**src/rtl/jt10_adpcm_rom_arb_pkg.sv**
```systemverilog
// jt10_adpcm_rom_arb_pkg: shared FSM states, requester ids and key width
package jt10_adpcm_rom_arb_pkg;
  localparam int KEY_W = 25;
  localparam logic REQ_A = 1'b0;
  localparam logic REQ_B = 1'b1;
  typedef enum logic [1:0] {IDLE, REQ, WAIT} state_t;
endpackage

```
**src/rtl/jt10_adpcm_rom_port.sv**
```systemverilog
// jt10_adpcm_rom_port: per-requester new-byte detection, pending key, late flag and data hold
module jt10_adpcm_rom_port
  import jt10_adpcm_rom_arb_pkg::*;
(
  input  logic             clk,
  input  logic             rst_n,
  input  logic             cen,
  input  logic             roe_n,
  input  logic [KEY_W-1:0] key,
  input  logic             grant_take,
  input  logic             deliver,
  input  logic [7:0]       rom_data,
  input  logic             clr_late,
  output logic             pend,
  output logic [KEY_W-1:0] pend_key,
  output logic [7:0]       dout,
  output logic             late
);
  logic [KEY_W-1:0] last_key, flight_key;
  logic valid, busy, det;
  assign det = cen & ~roe_n & (~valid | (key != last_key));
  // pend tracks only the not-yet-issued key; the issued one lives in flight_key until delivery
  always_ff @(posedge clk or negedge rst_n)
    if (!rst_n) begin
      pend       <= 1'b0;
      pend_key   <= '0;
      flight_key <= '0;
      last_key   <= '0;
      valid      <= 1'b0;
      busy       <= 1'b0;
      dout       <= '0;
      late       <= 1'b0;
    end else begin
      if (det) pend_key <= key;
      pend <= det | (pend & ~grant_take);
      if (grant_take) flight_key <= pend_key;
      busy <= grant_take | (busy & ~deliver);
      if (deliver) begin
        dout     <= rom_data;
        last_key <= flight_key;
        valid    <= 1'b1;
      end
      late <= (det & (pend | busy)) | (late & ~clr_late);
    end
endmodule

```
**src/rtl/jt10_adpcm_rom_arb.sv**
```systemverilog
// jt10_adpcm_rom_arb: round-robin sharing of one sample-ROM port between ADPCM-A and ADPCM-B
module jt10_adpcm_rom_arb
  import jt10_adpcm_rom_arb_pkg::*;
#(
  parameter bit LATE_EN = 1'b1
) (
  input  logic             rst_n,
  input  logic             clk,
  input  logic             cen,
  input  logic [19:0]      a_addr,
  input  logic [4:0]       a_bank,
  input  logic             a_roe_n,
  output logic [7:0]       a_dout,
  input  logic [23:0]      b_addr,
  input  logic             b_roe_n,
  output logic [7:0]       b_dout,
  output logic [KEY_W-1:0] rom_addr,
  output logic             rom_sel,
  output logic             rom_req,
  input  logic             rom_ok,
  input  logic [7:0]       rom_data,
  output logic [1:0]       late,
  input  logic [1:0]       clr_late
);
  state_t state;
  logic last_b, pend_a, pend_b, grant_b, take_a, take_b, late_a, late_b;
  logic [KEY_W-1:0] pkey_a, pkey_b;
  // B wins only when A is idle or A was served last
  assign grant_b = pend_b & (~pend_a | ~last_b);
  assign take_a  = (state == IDLE) & pend_a & ~grant_b;
  assign take_b  = (state == IDLE) & grant_b;
  assign late    = LATE_EN ? {late_b, late_a} : 2'b00;
  jt10_adpcm_rom_port u_a (
    .clk(clk), .rst_n(rst_n), .cen(cen), .roe_n(a_roe_n), .key({a_bank, a_addr}),
    .grant_take(take_a), .deliver((state == WAIT) & rom_ok & (rom_sel == REQ_A)),
    .rom_data(rom_data), .clr_late(clr_late[0]),
    .pend(pend_a), .pend_key(pkey_a), .dout(a_dout), .late(late_a)
  );
  jt10_adpcm_rom_port u_b (
    .clk(clk), .rst_n(rst_n), .cen(cen), .roe_n(b_roe_n), .key({1'b0, b_addr}),
    .grant_take(take_b), .deliver((state == WAIT) & rom_ok & (rom_sel == REQ_B)),
    .rom_data(rom_data), .clr_late(clr_late[1]),
    .pend(pend_b), .pend_key(pkey_b), .dout(b_dout), .late(late_b)
  );
  always_ff @(posedge clk or negedge rst_n)
    if (!rst_n) begin
      state    <= IDLE;
      last_b   <= 1'b1;
      rom_addr <= '0;
      rom_sel  <= REQ_A;
      rom_req  <= 1'b0;
    end else
      case (state)
        IDLE: if (pend_a | pend_b) begin
          state    <= REQ;
          rom_sel  <= grant_b ? REQ_B : REQ_A;
          last_b   <= grant_b;
          rom_addr <= grant_b ? pkey_b : pkey_a;
        end
        REQ: begin
          rom_req <= 1'b1;
          state   <= WAIT;
        end
        WAIT: if (rom_ok) begin
          rom_req <= 1'b0;
          state   <= IDLE;
        end
        default: state <= IDLE;
      endcase
endmodule

```
**config.mk**
```make
export PLATFORM = sky130hd
export DESIGN_NAME = jt10_adpcm_rom_arb
export DESIGN_NICKNAME = d
export VERILOG_FILES = /design/src/rtl/jt10_adpcm_rom_arb_pkg.sv /design/src/rtl/jt10_adpcm_rom_port.sv /design/src/rtl/jt10_adpcm_rom_arb.sv
export SDC_FILE = /design/constraint.sdc
export NUM_CORES = 1
export LEC_CHECK = 0
export ABC_AREA = 1
export CORE_UTILIZATION = 50
export DETAILED_ROUTE_END_ITERATION = 16
export GPL_TIMING_DRIVEN = 0
export HOLD_SLACK_MARGIN = 0.1
export PLACE_DENSITY_LB_ADDON = 0.08
export REMOVE_ABC_BUFFERS = 1
export SETUP_SLACK_MARGIN = 0.4
export SYNTH_ARGS = -nofsm -noshare
export SYNTH_HDL_FRONTEND = slang
export SYNTH_SLANG_ARGS = --single-unit
```
**constraint.sdc**
```tcl
create_clock -name clk -period 1.3 [get_ports clk]
set_input_delay 0.195 -clock clk [delete_from_list [all_inputs] [get_ports clk]]
set_output_delay 0.195 -clock clk [all_outputs]
set_load 0.01 [all_outputs]
```
==> flow_summary.ini, run 1 <==
[run_status]
status = finished with violations
violations = negative hold slack, negative setup slack

[route]
routed_wl_mm = 29.4
drt-vias-per-instance = 5.45
postRouteAntennaNets = 0
wl_per_cell_um = 19.3
drtPass1Iterations = 7
vias = 8284
drt_iter0_drc = 739
post-route-drc-count = 0

[clocking]
cts_buffers = 22
clk_latency_ns = 0.52
htree_levels = 1
cts_buffer_depth = 3
clock_sinks = 201
tritoncts = yes
path_clk_slew_ns = 0.06
cts-root-buf = clkbuf_16

[floorplanning]
start_util = 0.509
ios = 110
die_height_um = 135
die_area_um2 = 18100
rows = 48
coreArea_um2 = 17200
die_x_um = 135

[yosys]
synth_top_family_by_area = simple AND/OR/NAND/NOR gates
muxShareOfSynthArea = 0
yosys_warnings = 0
ys_ff_latch = 201
ys_seq_area_frac = 0.573
yosysUniqueCellTypes = 25
synth_area_um2 = 8780
synthCells = 1071
synth_xor_xnor_area_share = 0.00898
yosys.area_share.simple = 0.262
syn_avg_cell_area_um2 = 8.20
synthAdderAreaFrac = 0
synth_compound_area_frac = 0.0777

[setup_path]
start_kind = input pin
timing.rr.start = u_a.last_key[11]
arrival_ns = 2.08
crit_required_ns = 1.69
critPathCaptureType = flop
reg2reg_depth = 12
r2r_setup_slack_ns = -0.38
cp_max_fo = 17
endpoint = u_b.pend_key[8]
r2r_end = u_a.pend_key[1]
path_class = in -> reg
startpoint = cen

[placed_design]
portBuffers = 109
dp_slack_ns = -1.20
dp_hpwl_mm = 13.0
gp_congestion = 0.754

[global_route]
overflow = 0
grtUsageTotal = 0.290
use_met2 = 0.469
grt_start_max_net_pins = 109
grt_pass1_wl_mm = 40.0
gr-usage-met3 = 0.0492
grt_pass1_vias = 7524
met1_usage = 0.407
gr-max-usage-layer = met2
antenna_found_initial = 0

[hold_path]
hold_class = in -> async

[sta]
setup_violations = 209
setup_ws_ns = -0.390
hold_slack_ns = -0.264
fmax_mhz = 592
post-route-min-period_ns = 1.69
maxSlewHeadroom = 0.281
finalMaxSlewViolations = 0
worst_pin_slew_ns = 1.08
hold_viol = 107
grt_setup_unrepaired = true
finalClockSkew_ns = 0.0172
period_share = 1.30

[power]
switching_share = 0.397
p_switching_uw = 11800
p_comb_frac = 0.449
intPower_uw = 17900
seqPwrFrac = 0.345
clkPwrFrac = 0.207
p_per_area_nw_per_um2 = 2260
ir_drop_mv = 1.44
leakagePower_uw = 0.00653

[flow_run]
max-cap-violations = 0

[cells_and_area]
final_nets = 1344
n_antenna_cell = 0
drive_gt1_frac = 0.333
area_growth_pct = 49.4
state kept, by name, summed over array words and instances (netlist names), 2 cells and up:
register	count
rom_addr	25
u_a.flight_key	25
u_a.last_key	25
u_a.pend_key	25
u_b.flight_key	24
u_b.last_key	24
u_b.pend_key	24
u_a.dout	8
u_b.dout	8
state	2
cell usage in the layout (no fill, tap or decap), types with 11 or more instances in the layout:
cell,instances
nand2_1,332
dfrtp_1,196
inv_1,99
nand2_2,79
o21ai_1,67
clkdlybuf4s50_1,63
o21ai_2,56
nor2_1,52
buf_6,39
nand3_2,35
buf_2,29
nand2_4,27
clkbuf_16,26
nand3_1,24
buf_12,24
buf_4,22
nor2_4,17
nand2_8,12
dlygate4sd2_1,11
repair_timing:
item | in CTS | in global routing
endpoints found under the setup margin | 244 | 255
setup buffers | 49 | 37
hold endpoints to repair | 107 | 107
pin swaps | 61 | 60
gates cloned | 21 | 10
gates resized for setup | 262 | 331
how the worst min path moves through the flow:
stage	from	endpoint	slack (ns)	cells after the start
3_5_place_dp	rst_n	u_b.last_key[6]	0.32	1
3_3_place_gp	u_b.valid	u_b.valid	0.43	2
5_1_grt	rst_n	u_b.last_key[6]	-0.16	1
2_1_floorplan	rst_n	rom_addr[0]	-0.10	0
4_1_cts	rst_n	u_b.last_key[6]	-0.21	1
6_report	rst_n	u_b.last_key[6]	-0.26	1
power groups by stage:
stage          sequential, uW  clock, uW  combinational (uW)
2_1_floorplan            9830          0                4290
3_3_place_gp             9840          0                7390
3_5_place_dp             9840          0                7610
4_1_cts                  9850       6140                9090
5_1_grt                 10400       6370               14400
6_report                10200       6140               13300
area by class of cell:
cell class	instances	area, um2
Fill cell	1162	4120
Multi-Input combinational cell	732	4260
Tap cell	225	282
Inverter	113	536
Timing Repair Buffer	200	2160
Sequential cell	201	5040
Clock buffer	32	669
Timing Repair inverter	9	139
Clock inverter	7	35.0
per-stage QoR:
step | TNS, ns | instances | utilization | cell area (um2) | power, uW
3_3_place_gp | -1924.51 | 1361 | 0.574 | 9890 | 17200
4_1_cts | -31.18 | 1472 | 0.679 | 11700 | 25100
3_5_place_dp | -172.41 | 1363 | 0.577 | 9950 | 17400
6_report | -46.38 | 1519 | 0.761 | 13100 | 29700
2_1_floorplan | -58.47 | 1027 | - | 8520 | 14100
5_1_grt | -56.84 | 1519 | 0.761 | 13100 | 31200
metal layers:
layer	routed length, um	part of all wire
met2	14200	0.48
met4	886	0.030
met3	2450	0.083
met1	11800	0.40
met5	0	0
kinds of logic (layout without fill, tap and decap cells):
| logic type | after synthesis | in the layout |
|---|---|---|
| and+or+nand+nor | 570 | 588 |
| xor gates and xnor gates | 9 | 9 |
| DFF | 201 | 201 |
| AOI/OAI and AO/OA | 134 | 135 |
| buffers and inverters | 157 | 361 |
Yosys cell counts:
library cell / count / area (um2)
nand2_1: 436 / 1640
dfrtp_1: 200 / 5000
inv_1: 105 / 394
o21ai_0: 93 / 465
nand3_1: 58 / 290
nor2_1: 58 / 218
o21ai_1: 39 / 195
buf_2: 20 / 100
clkbuf_1: 11 / 41.3
nor2_2: 9 / 56.3
buf_6: 7 / 78.8
inv_2: 7 / 26.3
xor2_1: 6 / 52.6
buf_4: 4 / 30.0
nand2_2: 3 / 18.8
xnor2_1: 3 / 26.3
buf_1: 2 / 7.51
nand2_4: 2 / 22.5
nor2_4: 2 / 22.5
a21oi_1: 1 / 5.00
dfstp_2: 1 / 26.3
inv_4: 1 / 6.26
nand3_4: 1 / 17.5
nor2_8: 1 / 20.0
o21ai_4: 1 / 16.3
critical path: stages:
cell,delay [ns]
clkdlybuf4s50_1,0.45
inv_1,0.15
nor2_2,0.63
buf_8,0.30
nand2_8,0.14
nand2_1,0.11
nand2_1,0.07
Power figures use the tool's default switching activity.
==> inputs of run 2 (changes only) <==
CTS_CLUSTER_SIZE = 20   (was default)
SLEW_MARGIN = 25   (was default)
==> run 2 against run 1 <==
The flow still finishes with violations (negative hold slack, negative setup slack). Critical path depth is 2 higher. Setup slack worse by 0.053 ns. Critical path type is now reg -> reg. Combinational power is 17% higher.
==> flow_summary.ini, run 2 (synthesis results as in run 1) <==
[floorplanning]
die_x_um = 135
die_area_um2 = 18100
coreArea_um2 = 17200
ios = 110
die_height_um = 135
rows = 48
start_util = 0.509

[setup_path]
path_class = reg -> reg
r2r_setup_slack_ns = -0.44
cp_max_fo = 7
arrival_ns = 2.14
crit_required_ns = 1.70
start_kind = flop
critPathCaptureType = flop

[sta]
hold_slack_ns = -0.448
post-route-min-period_ns = 1.74
setup_ws_ns = -0.443
finalClockSkew_ns = 0.0208
setup_violations = 199
finalMaxSlewViolations = 0
fmax_mhz = 574
grt_setup_unrepaired = true
period_share = 1.34
hold_viol = 123
setup_tns_ns = -49.19
maxSlewHeadroom = 0.328
worst_pin_slew_ns = 1.01

[cells_and_area]
drive_gt1_frac = 0.413
fin_cells = 1558
layout_common_cells = nand2_1 (249), dfrtp_1 (196), nand2_2 (140), inv_1 (96), o21ai_2 (68)
n_antenna_cell = 0
area_growth_pct = 58.0
multi_input_area_um2 = 4510
fillCellCount = 995
layout_commonest_cell = nand2_1
final_nets = 1382
seq_area_um2 = 5040

[global_route]
overflow = 0
antenna_found_initial = 0
grt_pass1_wl_mm = 39.7
grt_pass1_vias = 7423
grtUsageTotal = 0.287
grt_start_max_net_pins = 87

[power]
p_per_area_nw_per_um2 = 2370
leakagePower_uw = 0.00696
ir_drop_mv = 1.50

[clocking]
cts_buffer_depth = 3
cts-root-buf = clkbuf_16
clock_sinks = 201
cts_buffers = 22
tritoncts = yes
clk_latency_ns = 0.52
path_clk_slew_ns = 0.06
htree_levels = 1

[hold_path]
hold_class = in -> async

[route]
drtPass1Iterations = 5
wl_per_cell_um = 21.0
drt_iter0_drc = 863
routed_wl_mm = 32.8
postRouteAntennaNets = 0
vias = 8871
post-route-drc-count = 0
drt-vias-per-instance = 5.69

[placed_design]
portBuffers = 109
dp_cells = 1364
dp_hpwl_mm = 13.1
gp_congestion = 0.754

[flow_run]
max-cap-violations = 0

[run_status]
violations = negative hold slack, negative setup slack
status = finished with violations
-- run 2: cell types whose count changed in the layout (fill, tap and decap cells not counted), moves of 8 or more --
cell           before  now
nand2_2            79  140
buf_2              29   10
nand3_2            35    9
o21ai_1            67   58
nand3_1            24   49
nand2_4            27   52
dlygate4sd2_1      11    0
nand2_1           332  249
buf_4              22   55
clkbuf_2            2   28
buf_6              39   31
o21ai_2            56   68
-- run 2: area by class of cell --
class                   count  share of cell area
multi-input cells         734               0.325
clock buffers              32              0.0468
inverters                 113              0.0395
clock inverters             8              0.0104
repair buffers            228               0.177
well taps                 225              0.0203
repair inverters           17              0.0178
flip-flops and latches    201               0.363
-- run 2: power by group --
| group | internal [uW] | switching (uW) |
|---|---|---|
| registers | 8490 | 1930 |
| logic | 6820 | 8740 |
| clock network | 4270 | 2620 |
-- run 2: worst max-delay path, cell delays in order, from the launching register on --
cell and delay, ns:
dfrtp_1 0.41, nor2_1 0.13, nor2_1 0.06, nor2_1 0.19
nand3_1 0.17, nor2_4 0.15, buf_4 0.16, nand3_4 0.15
nand3_1 0.13, nand2_1 0.08
-- run 2: metrics by stage --
stage                util  hold WS, ns  power [uW]  cell area [um2]  setup WS, ns
floorplan               -       -0.101       14100             8520        -0.621
global placement    0.574        0.435       17200             9890         -8.57
detailed placement  0.580       0.0928       17500            10000         -1.20
CTS                 0.678       -0.432       25700            11700        -0.272
global route        0.804       -0.427       34200            13900        -0.545
finish              0.804       -0.448       32900            13900        -0.443
-- run 2: per-layer routing --
metal,share of wire,GRT usage,vias up,routed length (um)
met5,0,0,-,0
met4,0.045,0.0593,0,1460
met3,0.11,0.0608,140,3750
met2,0.46,0.464,581,15200
met1,0.38,0.403,4312,12300
li1,-,-,3838,-
-- run 2: timing repair --
item,in CTS,in global routing
gates resized for setup,189,529
pin swaps,24,69
endpoints found under the hold margin,123,123
setup endpoints to repair,244,246
gates cloned,24,23
buffers inserted,38,68
-- run 2: path summary, 6_finish.rpt --
check,start,end,depth (start not counted)
min reg2reg,u_a.valid,u_a.valid,2
max reg2reg,u_b.last_key[4],u_b.pend_key[13],9
max in group asynchronous,rst_n,u_a.flight_key[18],3
max,u_b.last_key[4],u_b.pend_key[13],9
min in group clk,rom_data[4],u_b.dout[4],3
min,rst_n,u_b.last_key[6],1
==> inputs of run 3 (changes only) <==
CAP_MARGIN = 20   (was default)
==> results of run 3 <==
Same layout as run 2: the final DEF is identical, and so are final timing and power.
